==> src/rtl/dpc_lane_stats.sv <==
// Per-lane saturating error counter and sticky error flag, updated on accepted words.
// Clear and a simultaneous accepted error resolve as clear-then-count.
module dpc_lane_stats #(
  parameter int CNT_W = 16
) (
  input  logic             clk,
  input  logic             rst,
  input  logic             acc,
  input  logic             err,
  input  logic             clr,
  output logic [CNT_W-1:0] cnt,
  output logic             sticky
);

  localparam logic [CNT_W-1:0] CNT_MAX = '1;

  logic [CNT_W-1:0] cnt_base;
  logic             sticky_base;

  always_comb begin
    cnt_base    = clr ? '0   : cnt;
    sticky_base = clr ? 1'b0 : sticky;
  end

  always_ff @(posedge clk) begin
    if (rst) begin
      cnt    <= '0;
      sticky <= 1'b0;
    end else if (acc && err) begin
      cnt    <= (cnt_base == CNT_MAX) ? cnt_base : cnt_base + CNT_W'(1);
      sticky <= 1'b1;
    end else begin
      cnt    <= cnt_base;
      sticky <= sticky_base;
    end
  end

endmodule

==> config.mk <==
export PLATFORM = sky130hd
export DESIGN_NAME = dpc_lane_stats
export DESIGN_NICKNAME = d
export VERILOG_FILES = /design/src/rtl/dpc_lane_stats.sv
export SDC_FILE = /design/constraint.sdc
export NUM_CORES = 1
export LEC_CHECK = 0
export ABC_AREA = 1
export ABC_CLOCK_PERIOD_IN_PS = 5500
export CORE_AREA = 2 2 67 69
export DETAILED_ROUTE_END_ITERATION = 6
export DIE_AREA = 0 0 69 71
export DONT_BUFFER_PORTS = 1
export SLEW_MARGIN = 20
export SYNTH_ARGS = -nofsm -noshare
export SYNTH_HDL_FRONTEND = slang
export SYNTH_SLANG_ARGS = --single-unit
==> constraint.sdc <==
create_clock -name clk -period 5.5 [get_ports clk]
set_clock_uncertainty 0.15 [all_clocks]
set_input_delay 0.825 -clock clk [delete_from_list [all_inputs] [get_ports clk]]
set_output_delay 0.825 -clock clk [all_outputs]
set_load 0.01 [all_outputs]
# Word-level counts from Yosys, hierarchy flattened
# Index checks and enable logic that the tools add are counted.
[classes] n_reduce_logical=2 n_addsub=1 muxes=5 eq_ne=1
[ops] op="two-way mux 16 bit" count=3
[ops] op="adder 16 x 1 -> 16 bit (second input constant)" count=1
[ops] op="== test 16 bit (second input constant)" count=1
[ops] op="two-way mux 1 bit" count=2
[ops] op="nonzero test 2 bit" count=1
[ops] op="logical AND 1 bit" count=1
[word_totals] word_cells=11 in_bits=5 ff_bits=17 output_inout_bits=17

# Longest topological paths before layout
# Gate-level depths: netlist (run 1).
[depth] ltp_word=4 depth_mapped=17 mapped_depth_nobuf=15

# Worst setup path after synthesis (run 1)
# Ideal clock, no wire load.
[synth_path] path_type="input-to-reg" startpoint="input port clr" endpoint="register cnt[1]" setup_slack_ns=3.012 arrival_time_ns=2.222 required_time_ns=5.234 setup_ns=0.116 n_path_buf=2 stages=15 path_cell_list="inv_4 -> buf_6 -> buf_6 -> nand2_1 -> inv_1 -> ha_1 -> nand2_1 -> inv_1 -> nand2_1 -> nor2_1 -> nand3_1 -> nor2_1 -> nor2_2 -> o21ai_0 -> nor2_1"
[synth_between] elab_chain_cells=4 word_cells_on_any_way=5 cone_classes="1 x add/sub; 1 x eq/ne; 3 x mux"
[synth_rtl] element="start: declaration" line="10" text="input logic clr,"
[synth_rtl] element="two-way mux 16 bit (*)" line="21" text="cnt_base = clr ? '0 : cnt;"
[synth_rtl] element="adder 16 x 1 -> 16 bit / == test 16 bit (equally long branches)" line="30" text="cnt <= (cnt_base == CNT_MAX) ? cnt_base : cnt_base + CNT_W'(1);"
[synth_rtl] element="two-way mux 16 bit" line="30"
[synth_rtl] element="two-way mux 16 bit (*)" line="29" text="end else if (acc && err) begin"
[synth_rtl] element="end signal: assignment" line="30"
[synth_rtl] element="end signal: assignment" line="33" text="cnt <= cnt_base;"
[synth_rtl] element="end: declaration" line="11" text="output logic [CNT_W-1:0] cnt,"
# Every way passes the cells marked *; elsewhere a longest branch is shown, timed or not.
# A chain may end at the register's enable or synchronous reset.

# Worst setup path after layout (run 1)
# Ends and elaborated chain as after synthesis.

==> results of run 1 <==
## final timing paths
| kind | endpoint | slack, ns | cells past startpoint |
|---|---|---|---|
| setup / recovery | cnt[1]$_SDFF_PP0_ | 3.18 | 13 |
| hold / removal | sticky$_SDFFE_PP0P_ | 0.36 | 2 |
| setup reg to reg | cnt[1]$_SDFF_PP0_ | 3.43 | 12 |
| hold reg to reg | sticky$_SDFFE_PP0P_ | 0.36 | 2 |
## area by class of cell
class / count / share of cell area, %
Clock inverter: 1 / 0.393
Sequential cell: 17 / 26.7
Clock buffer: 3 / 3.24
Multi-Input combinational cell: 142 / 55.5
Inverter: 30 / 9.04
Tap cell: 52 / 5.11
## Yosys cell counts, drive strengths merged
cell type  count
ha             1
buf            3
nand2         50
xor2           4
nor3           2
xnor2          1
clkbuf         2
nor2          32
nand3         28
nand4          4
dfxtp         17
o21ai          8
inv           30
a21oi         12
## sequential cells by signal, indices dropped and copies added (netlist names)
register  flops
sticky        1
cnt          16
## cells by family after synthesis
group                    Yosys count  synth area share (%)
AND/OR/NAND/NOR                  116                  46.0
AO/OA/AOI/OAI                     20                  8.36
XOR/XNOR                           5                  3.66
buffers and inverters             35                  12.5
flip-flops                        17                  28.4
adder cells (fa/ha/maj)            1                  1.04
## metal layers
metal	track usage, %	up-vias	wire, um
met1	16.7	504	1430
met2	20.6	30	1310
li1	-	610	-
met5	0	-	0
met3	3.56	5	196
met4	5.45	0	53
## placed cells by master (no fill, tap or decap), drive strengths merged
cell,n
nand2,50
nor2,32
inv,30
nand3,28
dfxtp,17
a21oi,12
o21ai,8
nand4,4
xor2,4
clkbuf,3
nor3,2
xnor2,1
ha,1
clkinv,1
## power by group through the flow
| stage | Clock (mW) | Combinational, mW | Sequential [mW] |
|---|---|---|---|
| final | 0.0985 | 0.0124 | 0.126 |
| after global routing | 0.108 | 0.0140 | 0.126 |
| after CTS | 0.102 | 0.0123 | 0.126 |
| after detailed placement | 0 | 0.0123 | 0.129 |
| after global placement | 0 | 0.0123 | 0.129 |
| after floorplan | 0 | 0.0123 | 0.128 |
## worst min-delay path, delay by kind of cell, from the launching register on
kind | cells | cell delay, ns
AO/OA/AOI/OAI | 1 | 0.05
AND/OR/NAND/NOR | 1 | 0.07
flip-flops | 1 | 0.35
## stage by stage
stage / utilization (%) / total power [mW] / hold slack (ns) / instances
2_1_floorplan: - / 0.141 / 0.333 / 194
3_3_place_gp: 29.2 / 0.141 / 0.353 / 241
5_1_grt: 30.3 / 0.248 / 0.412 / 245
3_5_place_dp: 29.2 / 0.141 / 0.359 / 241
4_1_cts: 30.3 / 0.240 / 0.372 / 245
6_report: 30.3 / 0.237 / 0.360 / 245
==> reports/qor.yml, run 1 <==
worst_setup_path:
  worstPathMaxFanout: 27
  cp.required_ns: 5.51
  worstPathArrival_ns: 2.33
  setup.worst_path.start: "clr"
  cp_cell_sequence: "inv_4, nand2_1, inv_1, ha_1, nand2_1, inv_1, nand2_1, nor2_1, nand3_1, nor2_1, nor2_2, o21ai_0, nor2_1"
  reg2reg_from: "cnt[1]$_SDFF_PP0_"
  start_kind: "input port"
  crit_slowest_cell: "inv_4"
  max_stage_delay_ns: 0.21
  path_buf_inv: 3
  crit_family: "simple AND/OR/NAND/NOR gates"
  crit_path_end_kind: "flop"
  path_class: "input port to flop"
grt:
  grt_max_degree: 28
  grt_pass1_wl_mm: 5.10
  antenna_found_initial: 0
  overflow: 0
  first_global_vias: 1100
  grt_usage_pct: 13.0
outcome:
  status: "finished clean"
clock_tree:
  ctsHtreeMaxLevel: 1
  clock-sinks: 17
  post_cts_buffers: 0
  clock_latency_ns: 0.26
  numCtsBuffers: 3
  cts.root.buffer_cell: "clkbuf_8"
  post_cts_resized: 0
  clock_path_buffers: 2
  cts_hold_buf: 0
  cts_tree: "yes"
  path_clk_slew_ns: 0.07
yosys:
  synth_cells: 194
  yosys_warnings: 0
  netlist_area_um2: 1200
  ys_ff_latch: 17
  synthTopCellsByArea: "dfxtp_1, nand2_1, nand3_1"
  ys_types: 24
  synth_top_area_share_pct: 28.4
  syn_nets: 200
  post_synth.cell_area_avg_um2: 6.17
  yosysTopAreaCell: "dfxtp_1"
  seq_area_frac_synth_pct: 28.4
sta:
  max_freq_mhz: 431
  final.min_clock_period_ns: 2.32
  worst_pin_slew_ns: 0.552
  rsz0062_at_grt: "no"
  maxSlewViolCount: 0
  slew_headroom_pct: 63.1
  fin_crit_sh_pct: 42.2
  hold_viol_final: 0
  setup_viol: 0
  setup_tns_ns: 0
  worst_slack_ns: 3.18
power_and_ir_drop:
  clockPowerShare_pct: 41.6
  p_leak_nw: 0.540
  power_frac_seq_pct: 53.1
  switching_share_pct: 25.2
  p_switching_mw: 0.0596
  ir_drop_mv: 0.0708
  comb_power_share_pct: 5.3
  internal_power_mw: 0.177
  power.density_nw_per_um2: 186
cells_and_area:
  diodes: 0
  drive_above_1_share_pct: 12.4
  n_fill_cell: 491
  regArea_um2: 340
  area_growth_pct: 6.37
  final_nets: 200
  multi_input_area_um2: 707
  final_area_um2: 1270
place:
  placed_area_um2: 1230
  gp_congestion: 0.829
  hpwl_mm: 2.26
  io_buffers: 0
  pre_cts_ws_ns: 2.92
floorplanning:
  initial_core_util_pct: 28.5
  coreArea_um2: 4200
  die_x_um: 69
  die_y_um: 71
  die_area_um2: 4900
  rows: 24
  num_io_pins: 22
worst_hold_path:
  hold_path_class: "flop to flop"
  hold_path_startpoint: "sticky$_SDFFE_PP0P_"
drt:
  vias: 1149
  drt-total-wl_mm: 3.00
  viasPerCell: 4.69
  dr.pass1.iters: 4
  drt_first_iter_violations: 92
  wire_per_inst_um: 12.2
  drc: 0
  postRouteAntennaNets: 0
run:
  drv_cap: 0
(Power assumes the default switching activity.)
==> run 2: changes to the inputs <==
--- a/config.mk
+++ b/config.mk
@@ -6,7 +6,7 @@
 export NUM_CORES = 1
 export LEC_CHECK = 0
 export ABC_AREA = 1
-export ABC_CLOCK_PERIOD_IN_PS = 5500
+export ABC_CLOCK_PERIOD_IN_PS = 1900
 export CORE_AREA = 2 2 67 69
 export DETAILED_ROUTE_END_ITERATION = 6
 export DIE_AREA = 0 0 69 71
==> constraint.sdc (replaced) <==
create_clock -name clk -period 1.9 [get_ports clk]
set_clock_uncertainty 0.15 [all_clocks]
set_input_delay 0.285 -clock clk [delete_from_list [all_inputs] [get_ports clk]]
set_output_delay 0.285 -clock clk [all_outputs]
set_load 0.01 [all_outputs]
==> reports/qor.yml, run 2 (same netlist as run 1, synthesis figures left out) <==
grt:
  grt_usage_pct: 13.2
  grt_pass1_wl_mm: 5.33
  grt_max_degree: 14
  first_global_vias: 1148
  antenna_found_initial: 0
  overflow: 0
clock_tree:
  post_cts_buffers: 0
  path_clk_slew_ns: 0.07
  clock_latency_ns: 0.26
  clock-sinks: 17
  cts.root.buffer_cell: "clkbuf_8"
  ctsHtreeMaxLevel: 1
  clock_path_buffers: 2
  cts_tree: "yes"
  numCtsBuffers: 3
drt:
  drt_first_iter_violations: 63
  dr.pass1.iters: 4
  drc: 0
  postRouteAntennaNets: 0
  wire_per_inst_um: 12.0
  drt-total-wl_mm: 3.10
  viasPerCell: 4.70
  vias: 1212
floorplanning:
  num_io_pins: 22
  die_area_um2: 4900
  coreArea_um2: 4200
  die_y_um: 71
  die_x_um: 69
  initial_core_util_pct: 28.5
  rows: 24
worst_setup_path:
  cp.required_ns: 1.90
  reg2reg_from: "cnt[1]$_SDFF_PP0_"
  cp.depth: 12
  start_kind: "flop"
  crit_path_end: "cnt[15]$_SDFF_PP0_"
  setup.worst_path.start: "cnt[1]$_SDFF_PP0_"
  max_stage_delay_ns: 0.33
  crit_top_cell: "nor2_2"
  worstPathMaxFanout: 6
  regToRegSetupSlack_ns: 0.12
  rr_worst_depth: 12
  path_class: "flop to flop"
  path_buf_inv: 2
  crit_path_end_kind: "flop"
  cp_cell_sequence: "inv_1, nor2_4, ha_4, nand2_2, inv_1, nand2_1, nor2_2, nand3_2, nor2_2, nor2_2, a21oi_1, nor2_1"
  crit_slowest_cell: "dfxtp_1"
  worstPathArrival_ns: 1.78
  r2r-end: "cnt[15]$_SDFF_PP0_"
  crit_family: "simple AND/OR/NAND/NOR gates"
sta:
  fin_crit_sh_pct: 93.8
  maxSlewViolCount: 0
  final.min_clock_period_ns: 1.78
  setup_tns_ns: 0
  setup_viol: 0
  max_freq_mhz: 561
  slew_headroom_pct: 71.4
  worst_pin_slew_ns: 0.428
  hold_viol_final: 0
cells_and_area:
  top_register: "cnt"
  post-route-util_pct: 33.6
  diodes: 0
  final_nets: 213
  drive_above_1_share_pct: 21.4
  largest_register_ffs: 16
  top_regs: "cnt x16, sticky x1"
  mostFrequentLayoutCells: "nand2_1, inv_1, nand3_1, nor2_1, dfxtp_1"
  final_common_cell: "nand2_1"
  area_growth_pct: 18.0
worst_hold_path:
  hold_path_class: "input port to flop"
  hold_path_startpoint: "clr"
power_and_ir_drop:
  ir_drop_mv: 0.182
  p_leak_nw: 0.601
  power.density_nw_per_um2: 497
place:
  io_buffers: 0
  gp_congestion: 0.818
  hpwl_mm: 2.42
run:
  drv_cap: 0
outcome:
  status: "finished clean"
==> run 2: how the worst min path moves through the flow <==
stage / to / cells past startpoint / slack [ns]
floorplan: cnt[2]$_SDFF_PP0_ / 3 / 0.32
global placement: cnt[2]$_SDFF_PP0_ / 1 / 0.21
detailed placement: cnt[11]$_SDFF_PP0_ / 1 / 0.21
CTS: cnt[2]$_SDFF_PP0_ / 3 / 0.06
global route: cnt[2]$_SDFF_PP0_ / 3 / 0.08
finish: cnt[2]$_SDFF_PP0_ / 3 / 0.06
==> run 2: timing repair <==
item,4_1_cts,5_1_grt
endpoints found under the hold margin,10,0
hold buffers,1,0
setup endpoints to repair,0,16
gates resized for setup,0,6
==> run 2: worst reg2reg max path: cells and delay by family (launching register included) <==
family | cells | cell delay [ns]
AND/OR/NAND/NOR | 8 | 0.74
flip-flops | 1 | 0.33
AO/OA/AOI/OAI | 1 | 0.16
adder cells (fa/ha/maj) | 1 | 0.15
buffers and inverters | 2 | 0.14
==> run 2: power breakdown <==
| group | internal, mW | switching, mW |
|---|---|---|
| logic | 0.0179 | 0.0374 |
| clock network | 0.149 | 0.135 |
| registers | 0.360 | 0.00256 |
| total | 0.527 | 0.175 |
==> run 2: routing by layer <==
layer	part of all wire, %	wire (um)	up-vias	track usage (%)
met2	49	1530	14	22.0
met4	1.3	40	0	5.01
met1	46	1430	557	17.1
li1	-	-	637	-
met5	0	0	-	0
met3	3.4	105	4	2.14
==> run 2: layout make-up <==
class,count,area (um2)
Fill cell,479,2790
Multi-Input combinational cell,142,742
Sequential cell,17,340
Inverter,30,120
Timing Repair Buffer,13,100
Tap cell,52,65.1
Clock buffer,4,45.0
==> run 2: stage by stage <==
stage | instances | worst slack, ns | power [mW] | instance area, um2 | hold WS [ns]
3_5_place_dp | 253 | 0.0284 | 0.420 | 1340 | 0.209
6_report | 258 | 0.118 | 0.702 | 1410 | 0.0637
2_1_floorplan | 194 | 0.0274 | 0.410 | 1220 | 0.316
5_1_grt | 258 | -0.0173 | 0.734 | 1410 | 0.0815
3_3_place_gp | 253 | 0.0714 | 0.420 | 1340 | 0.206
4_1_cts | 258 | 0.0123 | 0.711 | 1400 | 0.0579
==> run 3: changes to the inputs <==
--- a/config.mk
+++ b/config.mk
@@ -7,10 +7,11 @@
 export LEC_CHECK = 0
 export ABC_AREA = 1
 export ABC_CLOCK_PERIOD_IN_PS = 1900
-export CORE_AREA = 2 2 67 69
+export CORE_AREA = 2 2 50 52
 export DETAILED_ROUTE_END_ITERATION = 6
-export DIE_AREA = 0 0 69 71
+export DIE_AREA = 0 0 52 54
 export DONT_BUFFER_PORTS = 1
+export PLACE_DENSITY = 0.71
 export SLEW_MARGIN = 20
 export SYNTH_ARGS = -nofsm -noshare
 export SYNTH_HDL_FRONTEND = slang
==> reports/qor.yml, run 3 (same netlist as run 1, synthesis figures left out) <==
clock_tree:
  path_clk_slew_ns: 0.11
  clock-sinks: 17
  ctsHtreeMaxLevel: 1
  clock_latency_ns: 0.29
  cts_tree: "yes"
  clock_path_buffers: 2
  numCtsBuffers: 3
  cts.root.buffer_cell: "clkbuf_4"
sta:
  worst_slack_ns: 0.111
  final.min_clock_period_ns: 1.79
  max_freq_mhz: 559
  setup_viol: 0
  hold_viol_final: 0
  setup_tns_ns: 0
  worst_pin_slew_ns: 0.417
  maxSlewViolCount: 0
  fin_crit_sh_pct: 94.2
  slew_headroom_pct: 72.2
floorplanning:
  initial_core_util_pct: 51.6
  die_area_um2: 2810
  die_x_um: 52
  num_io_pins: 22
  rows: 18
  die_y_um: 54
  coreArea_um2: 2320
drt:
  vias: 1264
  wire_per_inst_um: 12.8
  drt-total-wl_mm: 3.05
  drc: 0
  postRouteAntennaNets: 0
  dr.pass1.iters: 4
  drt_first_iter_violations: 32
  viasPerCell: 5.31
grt:
  grt_max_degree: 18
  first_global_vias: 1098
  grt_pass1_wl_mm: 4.84
  overflow: 0
  antenna_found_initial: 0
  grt_usage_pct: 23.1
place:
  pre_cts_ws_ns: 0.0436
  gp_congestion: 0.875
  placed_area_um2: 1320
  hpwl_mm: 2.26
  io_buffers: 0
cells_and_area:
  mostFrequentLayoutCells: "nand2_1, nand3_1, inv_1, nor2_1, dfxtp_1"
  final_common_cell: "nand2_1"
  area_growth_pct: 17.2
  final_nets: 215
  largest_register_ffs: 16
  final_area_um2: 1400
  top_register: "cnt"
  drive_above_1_share_pct: 23.6
  diodes: 0
  top_regs: "cnt x16, sticky x1"
power_and_ir_drop:
  switching_share_pct: 25.8
  p_leak_nw: 0.639
  ir_drop_mv: 0.413
  total_power_mw: 0.618
  p_switching_mw: 0.160
  power_frac_seq_pct: 58.7
  power.density_nw_per_um2: 441
  comb_power_share_pct: 8.8
  internal_power_mw: 0.459
  clockPowerShare_pct: 32.5
worst_setup_path:
  crit_path_end_kind: "flop"
  worstPathArrival_ns: 1.87
  reg2reg_from: "cnt[1]$_SDFF_PP0_"
  path_class: "flop to flop"
  r2r-end: "cnt[3]$_SDFF_PP0_"
  rr_worst_depth: 11
  start_kind: "flop"
  cp.required_ns: 1.98
  regToRegSetupSlack_ns: 0.11
  worstPathMaxFanout: 6
run:
  drv_cap: 0
worst_hold_path:
  hold_end: "cnt[2]$_SDFF_PP0_"
  hold_path_startpoint: "clr"
  hold_path_class: "input port to flop"
  min_delay_path_depth: 3
outcome:
  status: "finished clean"
run 3: through the flow:
stage          hold slack [ns]  util, %  std cells
4_1_cts                 0.0204     58.5        237
2_1_floorplan            0.316        -        194
5_1_grt                 0.0222     60.5        238
6_report                0.0281     60.5        238
3_5_place_dp             0.209     56.9        232
3_3_place_gp             0.207     56.9        232
run 3: layout make-up:
type / count / area [um2]
well taps: 30 / 37.5
clock buffers: 4 / 26.3
multi-input cells: 142 / 762
repair buffers: 15 / 115
flip-flops and latches: 17 / 343
fillers: 225 / 916
inverters: 30 / 120
run 3: repair_timing:
item                                   4_1_cts  5_1_grt
gates resized for setup                      0       12
endpoints found under the hold margin       10        0
buffers inserted                             0        1
hold buffers                                 1        0
setup endpoints to repair                    0       16
run 3: power by group through the flow:
stage | Combinational (mW) | Clock, mW | Sequential (mW)
after floorplan | 0.0388 | 0 | 0.372
after global placement | 0.0459 | 0 | 0.370
after detailed placement | 0.0476 | 0 | 0.370
after CTS | 0.0525 | 0.205 | 0.362
after global routing | 0.0600 | 0.220 | 0.363
final | 0.0546 | 0.201 | 0.363
run 3: worst max-delay path by stage:
stage / from / endpoint / slack (ns)
4_1_cts: cnt[1]$_SDFF_PP0_ / cnt[15]$_SDFF_PP0_ / 0.02
6_report: cnt[1]$_SDFF_PP0_ / cnt[3]$_SDFF_PP0_ / 0.11
5_1_grt: cnt[1]$_SDFF_PP0_ / cnt[3]$_SDFF_PP0_ / -0.005
3_3_place_gp: cnt[1]$_SDFF_PP0_ / cnt[1]$_SDFF_PP0_ / 0.09
2_1_floorplan: clr / cnt[15]$_SDFF_PP0_ / 0.03
3_5_place_dp: cnt[1]$_SDFF_PP0_ / cnt[15]$_SDFF_PP0_ / 0.04
run 3: routing by layer:
layer  global-route usage (%)  up-vias  part of all wire, %
met1                     30.7      585                   46
li1                         -      644                    -
met2                     39.9       31                   48
met3                     3.61        4                  5.6
met4                     4.39        0                 0.62
met5                        0        -                    0
run 3: critical path, cell delays in order, from the launching register on:
cell and delay, ns:
dfxtp_2 0.35, inv_2 0.04, nor2_4 0.12, ha_4 0.16, nand2_4 0.06, nor2_4 0.13, nand2_4 0.07, nor2_4 0.15
inv_2 0.07, nor2_4 0.18, o21ai_2 0.10, a21oi_2 0.15
